$ cat config.mk
export PLATFORM = sky130hd
export DESIGN_NAME = engine_result_queue
export DESIGN_NICKNAME = d
export VERILOG_FILES = /design/src/rtl/engine_result_queue.sv
export SDC_FILE = /design/constraint.sdc
export NUM_CORES = 1
export LEC_CHECK = 0
export CORE_AREA = 2 2 175 177
export DETAILED_ROUTE_END_ITERATION = 8
export DIE_AREA = 0 0 177 179
export PLACE_DENSITY = 0.77
export SETUP_SLACK_MARGIN = 0.05
export SYNTH_ARGS = -nofsm -noshare
export SYNTH_HDL_FRONTEND = slang
export SYNTH_SLANG_ARGS = --single-unit
$ cat constraint.sdc
create_clock -name clk -period 7.97 [get_ports clk]
set_input_delay 2.391 -clock clk [delete_from_list [all_inputs] [get_ports clk]]
set_output_delay 2.391 -clock clk [all_outputs]
set_load 0.05 [all_outputs]
$ cat src/rtl/engine_result_queue.sv
// ---------------------------------------------------------------------------
// engine_result_queue
//
// Buffers per-pixel results from a fractal engine. Each result is coloured
// when it is written, stored with its frame markers, and presented to a
// valid/ready pixel stream. Raster order is checked as pixels leave the
// queue, and any violation sets a sticky error flag.
//
// Storage is a circular buffer plus a registered output stage. The total
// occupancy (buffered entries plus a valid output register) never exceeds
// DEPTH. An empty queue forwards a new write straight into the output
// register, so the entry is valid one cycle after it is written.
//
// Ports
//   clk            single clock, rising edge
//   reset          asynchronous active-low reset
//   in_valid       engine result strobe
//   iterations     escape iteration count
//   xpixel/ypixel  pixel column / row of the result
//   iterations_max in-set threshold, static during a frame
//   out_ready      downstream accept
//   full_queue     back-pressure to the engine (occupancy == DEPTH)
//   out_valid      output data valid
//   out_data       RGB {R[23:16], G[15:8], B[7:0]}
//   out_sof        first pixel of frame
//   out_eol        last pixel of line
//   order_err      sticky raster-order violation
// ---------------------------------------------------------------------------
module engine_result_queue #(
    parameter int PIXEL_DATA_WIDTH = 10,
    parameter int ITERATIONS_WIDTH = 6,
    parameter int DEPTH            = 8,
    parameter int X_SIZE           = 640,
    parameter int Y_SIZE           = 480
) (
    input  logic                        clk,
    input  logic                        reset,
    input  logic                        in_valid,
    input  logic [ITERATIONS_WIDTH-1:0] iterations,
    input  logic [PIXEL_DATA_WIDTH-1:0] xpixel,
    input  logic [PIXEL_DATA_WIDTH-1:0] ypixel,
    input  logic [ITERATIONS_WIDTH-1:0] iterations_max,
    input  logic                        out_ready,
    output logic                        full_queue,
    output logic                        out_valid,
    output logic [23:0]                 out_data,
    output logic                        out_sof,
    output logic                        out_eol,
    output logic                        order_err
);

    localparam int PW = PIXEL_DATA_WIDTH;
    localparam int AW = $clog2(DEPTH);
    localparam int EW = 26 + 2 * PW;
    localparam logic [AW:0]   DEPTH_CNT = (AW + 1)'(DEPTH);
    localparam logic [PW-1:0] X_LAST    = PW'(X_SIZE - 1);
    localparam logic [PW-1:0] Y_LAST    = PW'(Y_SIZE - 1);

    logic [EW-1:0] mem [DEPTH];
    logic [AW-1:0] wr_ptr;
    logic [AW-1:0] rd_ptr;
    logic [AW:0]   occupancy;
    logic [AW:0]   fifo_cnt;

    logic [PW-1:0] out_x;
    logic [PW-1:0] out_y;
    logic [PW-1:0] ex;
    logic [PW-1:0] ey;

    logic [7:0]    level;
    logic [23:0]   colour;
    logic          in_sof;
    logic          in_eol;
    logic [EW-1:0] in_entry;
    logic [EW-1:0] head;

    logic push;
    logic pop;
    logic load_out;
    logic fifo_nonempty;
    logic bypass;
    logic mem_write;

    always_comb begin
        // Iteration count left-aligned into 8 bits, LSBs zero-filled.
        level    = 8'(iterations) << (8 - ITERATIONS_WIDTH);
        colour   = (iterations == iterations_max) ? 24'h000000 : {level, ~level, 8'hFF};
        in_sof   = (xpixel == '0) && (ypixel == '0);
        in_eol   = (xpixel == X_LAST);
        in_entry = {colour, in_sof, in_eol, xpixel, ypixel};
        head     = mem[rd_ptr];

        full_queue    = (occupancy == DEPTH_CNT);
        push          = in_valid && !full_queue;
        pop           = out_valid && out_ready;
        // Output register can take a new entry when empty or being drained.
        load_out      = !out_valid || out_ready;
        fifo_nonempty = (fifo_cnt != '0);
        // Empty buffer: a new write goes straight to the output register.
        bypass        = load_out && !fifo_nonempty && push;
        mem_write     = push && !bypass;
    end

    always_ff @(posedge clk) begin
        if (mem_write) begin
            mem[wr_ptr] <= in_entry;
        end
    end

    always_ff @(posedge clk or negedge reset) begin
        if (!reset) begin
            wr_ptr    <= '0;
            rd_ptr    <= '0;
            occupancy <= '0;
            fifo_cnt  <= '0;
            out_valid <= 1'b0;
            out_data  <= '0;
            out_sof   <= 1'b0;
            out_eol   <= 1'b0;
            out_x     <= '0;
            out_y     <= '0;
            ex        <= '0;
            ey        <= '0;
            order_err <= 1'b0;
        end else begin
            occupancy <= occupancy + {{AW{1'b0}}, push} - {{AW{1'b0}}, pop};

            if (mem_write) begin
                wr_ptr <= wr_ptr + AW'(1);
            end

            case ({mem_write, load_out && fifo_nonempty})
                2'b10:   fifo_cnt <= fifo_cnt + (AW + 1)'(1);
                2'b01:   fifo_cnt <= fifo_cnt - (AW + 1)'(1);
                default: fifo_cnt <= fifo_cnt;
            endcase

            if (load_out) begin
                if (fifo_nonempty) begin
                    {out_data, out_sof, out_eol, out_x, out_y} <= head;
                    out_valid <= 1'b1;
                    rd_ptr    <= rd_ptr + AW'(1);
                end else if (push) begin
                    {out_data, out_sof, out_eol, out_x, out_y} <= in_entry;
                    out_valid <= 1'b1;
                end else begin
                    out_valid <= 1'b0;
                end
            end

            // Raster checking on the departing pixel. A start-of-frame pixel
            // resynchronises the expected position to the pixel after it.
            if (pop) begin
                if (out_sof) begin
                    ex <= PW'(1);
                    ey <= '0;
                end else begin
                    if ((out_x != ex) || (out_y != ey)) begin
                        order_err <= 1'b1;
                    end
                    if (ex == X_LAST) begin
                        ex <= '0;
                        ey <= (ey == Y_LAST) ? '0 : ey + PW'(1);
                    end else begin
                        ex <= ex + PW'(1);
                    end
                end
            end
        end
    end

endmodule

### After elaboration in Yosys (flattened, before gate mapping)

Memories as Yosys holds them, arrays and structs flattened.
Index checks and enable logic that the tools add are counted.

| word-level totals | value |
|---|---|
| bits in latches | 0 |
| memory bits (read-only) | 0 |
| register bits | 82 |
| word-level logic and storage cells | 77 |
| memories kept | 1 |
| output and inout bits | 29 |
| input bits | 36 |
| memory bits (writable) | 368 |

Memory list:

| name | depth | bits a word | rd ports | clocked after Yosys merged registers in | write ports | RTL line | RTL |
|---|---|---|---|---|---|---|---|
| mem | 8 | 46 | 1 | 0 | 1 | 59 | `logic [EW-1:0] mem [DEPTH];` |

| cells by class | value |
|---|---|
| eq/ne operators | 9 |
| reduce and logical (&&, ||, !) cells | 23 |
| shift-type cells | 0 |
| divide/modulo/power cells | 0 |
| $mul | 0 |
| multiplexer cells | 21 |
| bitwise operators | 2 |
| $lt $le $gt $ge | 0 |
| add/sub/neg operators | 8 |

Operators with widths:

| kind | number |
|---|---|
| 10-bit two-way mux | 9 |
| 24-bit two-way mux | 3 |
| 10-bit by 1-bit adder with 10-bit output, second input constant | 2 |
| 10-bit == test, second input constant | 2 |
| 10-bit zero test | 2 |
| 10-bit inequality test | 2 |
| 10-bit by 9-bit == test with 1-bit output, second input constant | 1 |
| 1-bit two-way mux | 8 |
| 8-bit NOT | 1 |
| 4-bit case mux with 2 select lines | 1 |
| 1-bit logical AND | 7 |
| 3-bit by 1-bit adder with 3-bit output, second input constant | 2 |
| 6-bit == test | 1 |
| 2-bit AND reduction | 3 |
| 2-bit nonzero test | 3 |
| 4-bit by 1-bit adder with 4-bit output | 1 |
| 4-bit by 1-bit adder with 4-bit output, second input constant | 1 |
| 4-bit == test, second input constant | 1 |
| 1-bit zero test | 4 |
| 4-bit nonzero test | 1 |
| 4-bit by 1-bit subtractor with 4-bit output | 1 |
| 4-bit by 1-bit subtractor with 4-bit output, second input constant | 1 |
| 3-bit AND reduction | 1 |
| 2-bit by 1-bit == test with 1-bit output, second input constant | 1 |
| other kinds (3) | 4 |

### Longest topological paths before layout

Gate-level depths: netlist of the first run.

| depth | value |
|---|---|
| word-level depth | 8 |
| gate-level depth with buffers | 12 |
| mapped depth without buffers | 12 |

### Worst setup path before layout of the first run

No wires, ideal clock.

| timing | value |
|---|---|
| path kind | input to register |
| start | input port out_ready |
| end | memory mem[0][0] in the netlist's numbering, enable pin |
| slack | 2.029 ns |
| arrival time | 5.470 ns |
| data required time | 7.499 ns |
| path buffers | 1 |
| setup time | 0.471 ns |
| stages | 5 |
| cell sequence | nor2b_1 clkbuf_1 o211a_1 nand2b_1 nor3_1 |

| on the way | value |
|---|---|
| cells in the longest elaborated chain, start to end | 7 |

Ends and longest elaborated chain:

| what | RTL line | RTL |
|---|---|---|
| from (decl) | 43 | `input logic out_ready,` |
| 1-bit logical OR | 97 | `load_out = !out_valid \|\| out_ready;` |
| 1-bit logical AND (2 in series) | 100 | `bypass = load_out && !fifo_nonempty && push;` |
| 1-bit zero test | 101 | `mem_write = push && !bypass;` |
| 1-bit logical AND | 101 |  |
| 1-bit two-way mux | 105 | `if (mem_write) begin` |
| 1-bit two-way mux (not written as such) | 106 | `mem[wr_ptr] <= in_entry;` |
| to (decl) | 59 |  |

No other way between the ends.

### Worst setup path after layout of the first run

| timing | value |
|---|---|
| start | register occupancy[2] |
| end | output port full_queue |

| on the way | value |
|---|---|
| cells in the longest elaborated chain, start to end | 1 |

Ends and longest elaborated chain:

| what | RTL line | RTL |
|---|---|---|
| from (decl) | 62 | `logic [AW:0] occupancy;` |
| from (signal assigned) | 126 | `occupancy <= occupancy + {{AW{1'b0}}, push} - {{AW{1'b0}}, pop};` |
| 4-bit == test | 93 | `full_queue = (occupancy == DEPTH_CNT);` |
| to (decl) | 44 | `output logic full_queue,` |

No other way between the ends.

==> results.yml, run 1 <==
route:
  ant_nets: 0
  vias_per_cell: 5.86
  route.detailed.drc: 0
  route.vias.total: 8028
  firstDrtPassIters: 6
  wirelength_um: 30400
  drt-initial-drc-count: 814
  wl_per_cell_um: 22.2
die:
  core_area_um2: 30000
  dieArea_um2: 31700
  initial_core_util: 0.491
  rows: 64
  die_w_um: 177
  num_io_pins: 65
  die_h_um: 179
finish:
  drive_gt1_frac: 0.179
  final_net_count: 993
  post-route-util: 0.567
  antenna_cells: 0
  area_delta_synth_final_pct: 15.6
sta:
  period_share: 0.615
  fin_crit_ns: 4.90
  finalHoldViolCount: 0
  skew_ns: 0.0355
  finalMaxSlewViolations: 0
  finalSetupTns_ns: 0
  worst_pin_slew_ns: 1.15
  grt_setup_unrepaired: "no"
  slew_headroom: 0.232
  fmax_ghz: 0.204
  setup_violations: 0
pwr:
  leakage_nw: 5.78
  vdd.ir_drop.worst_mv: 0.210
  p_clk_frac: 0.278
  combinationalPowerShare: 0.309
  power_frac_seq: 0.413
  internal_power_mw: 4.29
  power_switching_mw: 2.05
  powerDensity_nw_per_um2: 372
  p_sw_frac: 0.323
logic_synthesis:
  ys_seq_area_frac: 0.691
  yosysTopAreaCellShare: 0.571
  synth-simple-area-share: 0.0589
  synth_top_area_cell: "edfxtp_1"
  synth_top_family_by_area: "multiplexers"
  synth-main-ff-cell: "edfxtp_1"
  synth-seq-cells: 351
  synthAdderAreaFrac: 0.0116
  synth.distinct_cells: 54
  ys_async_sr_fraction: 0.202
  synth_edf_count: 280
  synth_mux_area_frac: 0.142
  synth_cells: 878
  synthesis.area_um2: 14700
  yosys.area_share.xor_xnor: 0.0232
  ys_warn_count: 0
  synth.area.top_cells: "edfxtp_1, dfrtp_1, mux4_2"
  synth_commonest_cells: "edfxtp_1, dfrtp_1, mux4_2"
  syn_area_per_cell_um2: 16.8
  synth_most_common_cell: "edfxtp_1"
  synth_compound_area_frac: 0.0505
global_routing:
  grt_usage: 0.198
  overflow: 0
  grt_pass1_vias: 8187
  antenna_found_initial: 1
  grt_max_degree: 72
  grt_pass1_wl_um: 47500
place:
  hpwl_um: 17300
  portBuffers: 62
  globalplace.congestion: 0.809
cts:
  clk-insertion-delay-late_ns: 0.54
  cts_sinks: 351
  htree_num_levels: 2
  numCtsBuffers: 37
  path_clk_slew_ns: 0.06
  holdBufCountCts: 0
  cts_resized: 0
  cts_root_buffer: "clkbuf_16"
  tritoncts: "built"
  post_cts_buffers: 0
  cts_buffer_depth: 3
worst_setup_path:
  ff2ff_path_depth: 6
  r2r_slack_ns: 4.77
  arrival_ns: 2.51
  worstSetupPathType: "register to primary output"
  timing.rr.end: "out_data[12]"
  r2r_start: "fifo_cnt[1]"
  worstPathMaxFanout: 4
  critPathRequiredTime_ns: 5.58
  crit_path_start_kind: "register"
  cp-end-kind: "primary output"
min_path:
  hp-class: "register to register"
  whs_path_depth: 1
  min_to: "out_y[3]"
  hp-start: "out_y[3]"
run:
  max_cap_violations: 0
outcome:
  run_status: "finished, final reports clean"
-- critical path: stages, from the launching register on --
cell and delay [ns]:
dfrtp_1 0.36, inv_1 0.08, ha_1 0.15, or3b_2 0.53
inv_1 0.08, clkdlybuf4s50_1 0.79
-- kinds of logic (layout without fill, tap and decap cells) --
family                   count (synthesis)  after routing
AO/OA/AOI/OAI                          115            115
multiplexers                           118            118
flip-flops                             351            351
other                                    1              2
XOR/XNOR                                39             39
buffers and inverters                   66            160
adder cells (fa/ha/maj)                 13             13
AND/OR/NAND/NOR                        175            175
-- cells in the final DEF, fill, tap and decap left out, types with 5 or more instances in the layout --
cell type,n
nor2_4,6
clkinv_2,7
clkinv_1,6
ha_1,12
nand2b_1,10
o21ai_0,36
clkinvlp_4,5
xnor2_1,32
nor2b_1,21
mux2_2,9
a211oi_1,15
edfxtp_1,280
clkbuf_1,5
clkbuf_16,38
inv_1,11
o31ai_1,16
dfrtp_1,68
nor2_1,45
nand3_1,11
a22o_1,6
bufinv_16,5
buf_4,19
clkdlybuf4s50_1,61
a21oi_1,24
nor3_1,7
mux4_2,70
xor2_1,7
nor4_1,9
nand4_1,11
mux2i_1,24
mux2_1,15
nand2_1,36
-- power by group through the flow --
stage / Clock (mW) / Combinational (mW) / Sequential (mW)
2_1_floorplan: 0 / 1.38 / 2.66
3_3_place_gp: 0 / 1.93 / 2.63
3_5_place_dp: 0 / 1.97 / 2.65
4_1_cts: 1.79 / 1.98 / 2.62
5_1_grt: 1.87 / 2.12 / 2.66
6_report: 1.76 / 1.96 / 2.62
-- layout make-up --
cell class	instances	area [um2]
sequential	351	10200
clock buffer	44	983
tap	396	495
clock inverter	24	280
inverter	12	45.0
multi-input combinational	462	4280
fill	2240	13000
timing repair buffer	80	753
-- per-stage QoR --
| step | power, mW | hold WS, ns | area, um2 | instances | worst slack, ns |
|---|---|---|---|---|---|
| after global routing | 6.65 | 0.531 | 17000 | 1369 | 2.95 |
| final | 6.34 | 0.511 | 17000 | 1369 | 3.07 |
| after global placement | 4.57 | 0.499 | 15800 | 1301 | 2.78 |
| after floorplan | 4.04 | 0.471 | 14700 | 879 | 2.03 |
| after CTS | 6.39 | 0.518 | 17000 | 1369 | 3.05 |
| after detailed placement | 4.61 | 0.505 | 15800 | 1301 | 2.70 |
-- flip-flops by register name (all words and copies together), names as in the netlist, 3 cells and up --
| signal | flops |
|---|---|
| out_y | 10 |
| out_x | 10 |
| ex | 10 |
| fifo_cnt | 4 |
| mem | 280 |
| out_data | 13 |
| wr_ptr | 3 |
| rd_ptr | 3 |
| ey | 10 |
| occupancy | 4 |
-- layer usage --
| metal | track usage | vias up | wire [um] | share of wire |
|---|---|---|---|---|
| met4 | 0.0599 | 0 | 684 | 0.022 |
| li1 | - | 3560 | - | - |
| met5 | 0 | - | 0 | 0 |
| met2 | 0.322 | 266 | 14900 | 0.49 |
| met3 | 0.0350 | 56 | 1760 | 0.058 |
| met1 | 0.277 | 4146 | 13100 | 0.43 |
-- worst max path at each step --
| stage | depth (start not counted) | startpoint | end |
|---|---|---|---|
| after floorplan | 5 | out_ready | mem[0][0] |
| after global placement | 5 | iterations[0] | mem[1][40] |
| after detailed placement | 5 | iterations[0] | mem[1][31] |
| after CTS | 5 | occupancy[2] | full_queue |
| after global routing | 5 | occupancy[2] | full_queue |
| final | 5 | occupancy[2] | full_queue |
No activity file was read; power rests on OpenSTA's default activity.
==> inputs of run 2 (changes only) <==
--- a/config.mk
+++ b/config.mk
@@ -8,7 +8,7 @@
 export CORE_AREA = 2 2 175 177
 export DETAILED_ROUTE_END_ITERATION = 8
 export DIE_AREA = 0 0 177 179
-export PLACE_DENSITY = 0.77
+export PLACE_DENSITY = 0.8
 export SETUP_SLACK_MARGIN = 0.05
 export SYNTH_ARGS = -nofsm -noshare
 export SYNTH_HDL_FRONTEND = slang
==> constraint.sdc (replaced) <==
create_clock -name clk -period 4.4 [get_ports clk]
set_input_delay 1.32 -clock clk [delete_from_list [all_inputs] [get_ports clk]]
set_output_delay 1.32 -clock clk [all_outputs]
set_load 0.05 [all_outputs]
==> results.yml, run 2 (synthesis gave the netlist of run 1 again) <==
sta:
  setup_violations: 0
  worst_pin_slew_ns: 1.20
  setup_slack_ns: 0.607
  whs_ns: 0.507
  slew_headroom: 0.202
  finalMaxSlewViolations: 0
  grt_setup_unrepaired: "no"
  skew_ns: 0.0304
  fin_crit_ns: 3.79
  fmax_ghz: 0.264
  finalSetupTns_ns: 0
  period_share: 0.862
  finalHoldViolCount: 0
route:
  wl_per_cell_um: 23.2
  wirelength_um: 32000
  route.vias.total: 8223
  ant_nets: 0
  vias_per_cell: 5.98
  drt-initial-drc-count: 867
  route.detailed.drc: 0
  firstDrtPassIters: 8
global_routing:
  antenna_found_initial: 1
  grt_pass1_wl_um: 48900
  grt_usage: 0.206
  grt_max_degree: 72
  overflow: 0
  grt_pass1_vias: 8364
die:
  die_w_um: 177
  rows: 64
  initial_core_util: 0.491
  core_area_um2: 30000
  num_io_pins: 65
  dieArea_um2: 31700
  die_h_um: 179
finish:
  nFillCells: 2207
  largest_reg_flops: 280
  antenna_cells: 0
  area_delta_synth_final_pct: 16.2
  final_net_count: 1001
  final_area_um2: 17100
  final_cell_mix: "edfxtp_1, mux4_2, dfrtp_1"
  final_common_cell: "edfxtp_1"
  largest-register: "mem"
  post-route-util: 0.570
  reg.largest.list: "mem: 280 flops, out_data: 13 flops"
  drive_gt1_frac: 0.182
worst_setup_path:
  arrival_ns: 2.47
  worstPathMaxFanout: 4
  cp-end-kind: "primary output"
  slowest_delay_ns: 0.79
  critPathRequiredTime_ns: 3.08
  slowest_stage: "clkdlybuf4s50_1"
  worstPathBufferInverterCount: 3
  crit_chain: "inv_1 > ha_1 > or3b_2 > inv_1 > clkdlybuf4s50_1"
  critPathTopFamily: "buffers and inverters"
  worstSetupPathType: "register to primary output"
  cp_common_cell: "inv_1"
  crit_path_start_kind: "register"
cts:
  clk-insertion-delay-late_ns: 0.54
  tritoncts: "built"
  cts_resized: 0
  post_cts_buffers: 0
  holdBufCountCts: 0
  cts_root_buffer: "clkbuf_16"
  htree_num_levels: 2
  numCtsBuffers: 36
  path_clk_slew_ns: 0.06
  cts_sinks: 351
  cts_buffer_depth: 3
min_path:
  hp-class: "register to register"
place:
  globalplace.congestion: 0.804
  place_area_um2: 15900
  portBuffers: 62
  hpwl_um: 18900
  post-place-ws_ns: 0.710
pwr:
  vdd.ir_drop.worst_mv: 0.422
  powerDensity_nw_per_um2: 678
  leakage_nw: 5.84
outcome:
  run_status: "finished, final reports clean"
run:
  max_cap_violations: 0
==> run 2: final timing paths <==
path | start | to | slack (ns) | cells past startpoint
setup reg to reg | fifo_cnt[1] | fifo_cnt[2] | 1.39 | 11
max in group asynchronous | reset | rd_ptr[0] | 2.73 | 1
hold reg to reg | occupancy[0] | occupancy[0] | 0.51 | 1
min in group asynchronous | reset | ey[3] | 0.94 | 1
hold / removal | occupancy[0] | occupancy[0] | 0.51 | 1
setup / recovery | occupancy[2] | full_queue | 0.61 | 5
==> run 2: layout make-up <==
class                           instances  area, um2  area share
Inverter                               12       45.0     0.00263
Clock inverter                         25        338      0.0197
Sequential cell                       351      10200       0.595
Tap cell                              396        495      0.0290
Timing Repair Buffer                   89        833      0.0487
Clock buffer                           41        920      0.0537
Multi-Input combinational cell        462       4290       0.251
==> run 2: per-layer routing <==
| metal | share of wire | track usage |
|---|---|---|
| met3 | 0.067 | 0.0339 |
| met4 | 0.025 | 0.0730 |
| met5 | 0.00041 | 0 |
| met2 | 0.51 | 0.342 |
| met1 | 0.40 | 0.276 |
==> run 2: per-stage QoR <==
| step | power [mW] | instances |
|---|---|---|
| 3_5_place_dp | 8.41 | 1310 |
| 2_1_floorplan | 7.32 | 879 |
| 6_report | 11.6 | 1376 |
| 4_1_cts | 11.7 | 1376 |
| 5_1_grt | 12.1 | 1376 |
| 3_3_place_gp | 8.29 | 1310 |
==> run 2: where the power goes <==
group          internal, mW  switching [mW]  total (mW)
Combinational          1.61            1.82        3.43
Sequential             4.27           0.674        4.95
Clock                  1.94            1.29        3.22
Total                  7.82            3.78        11.6
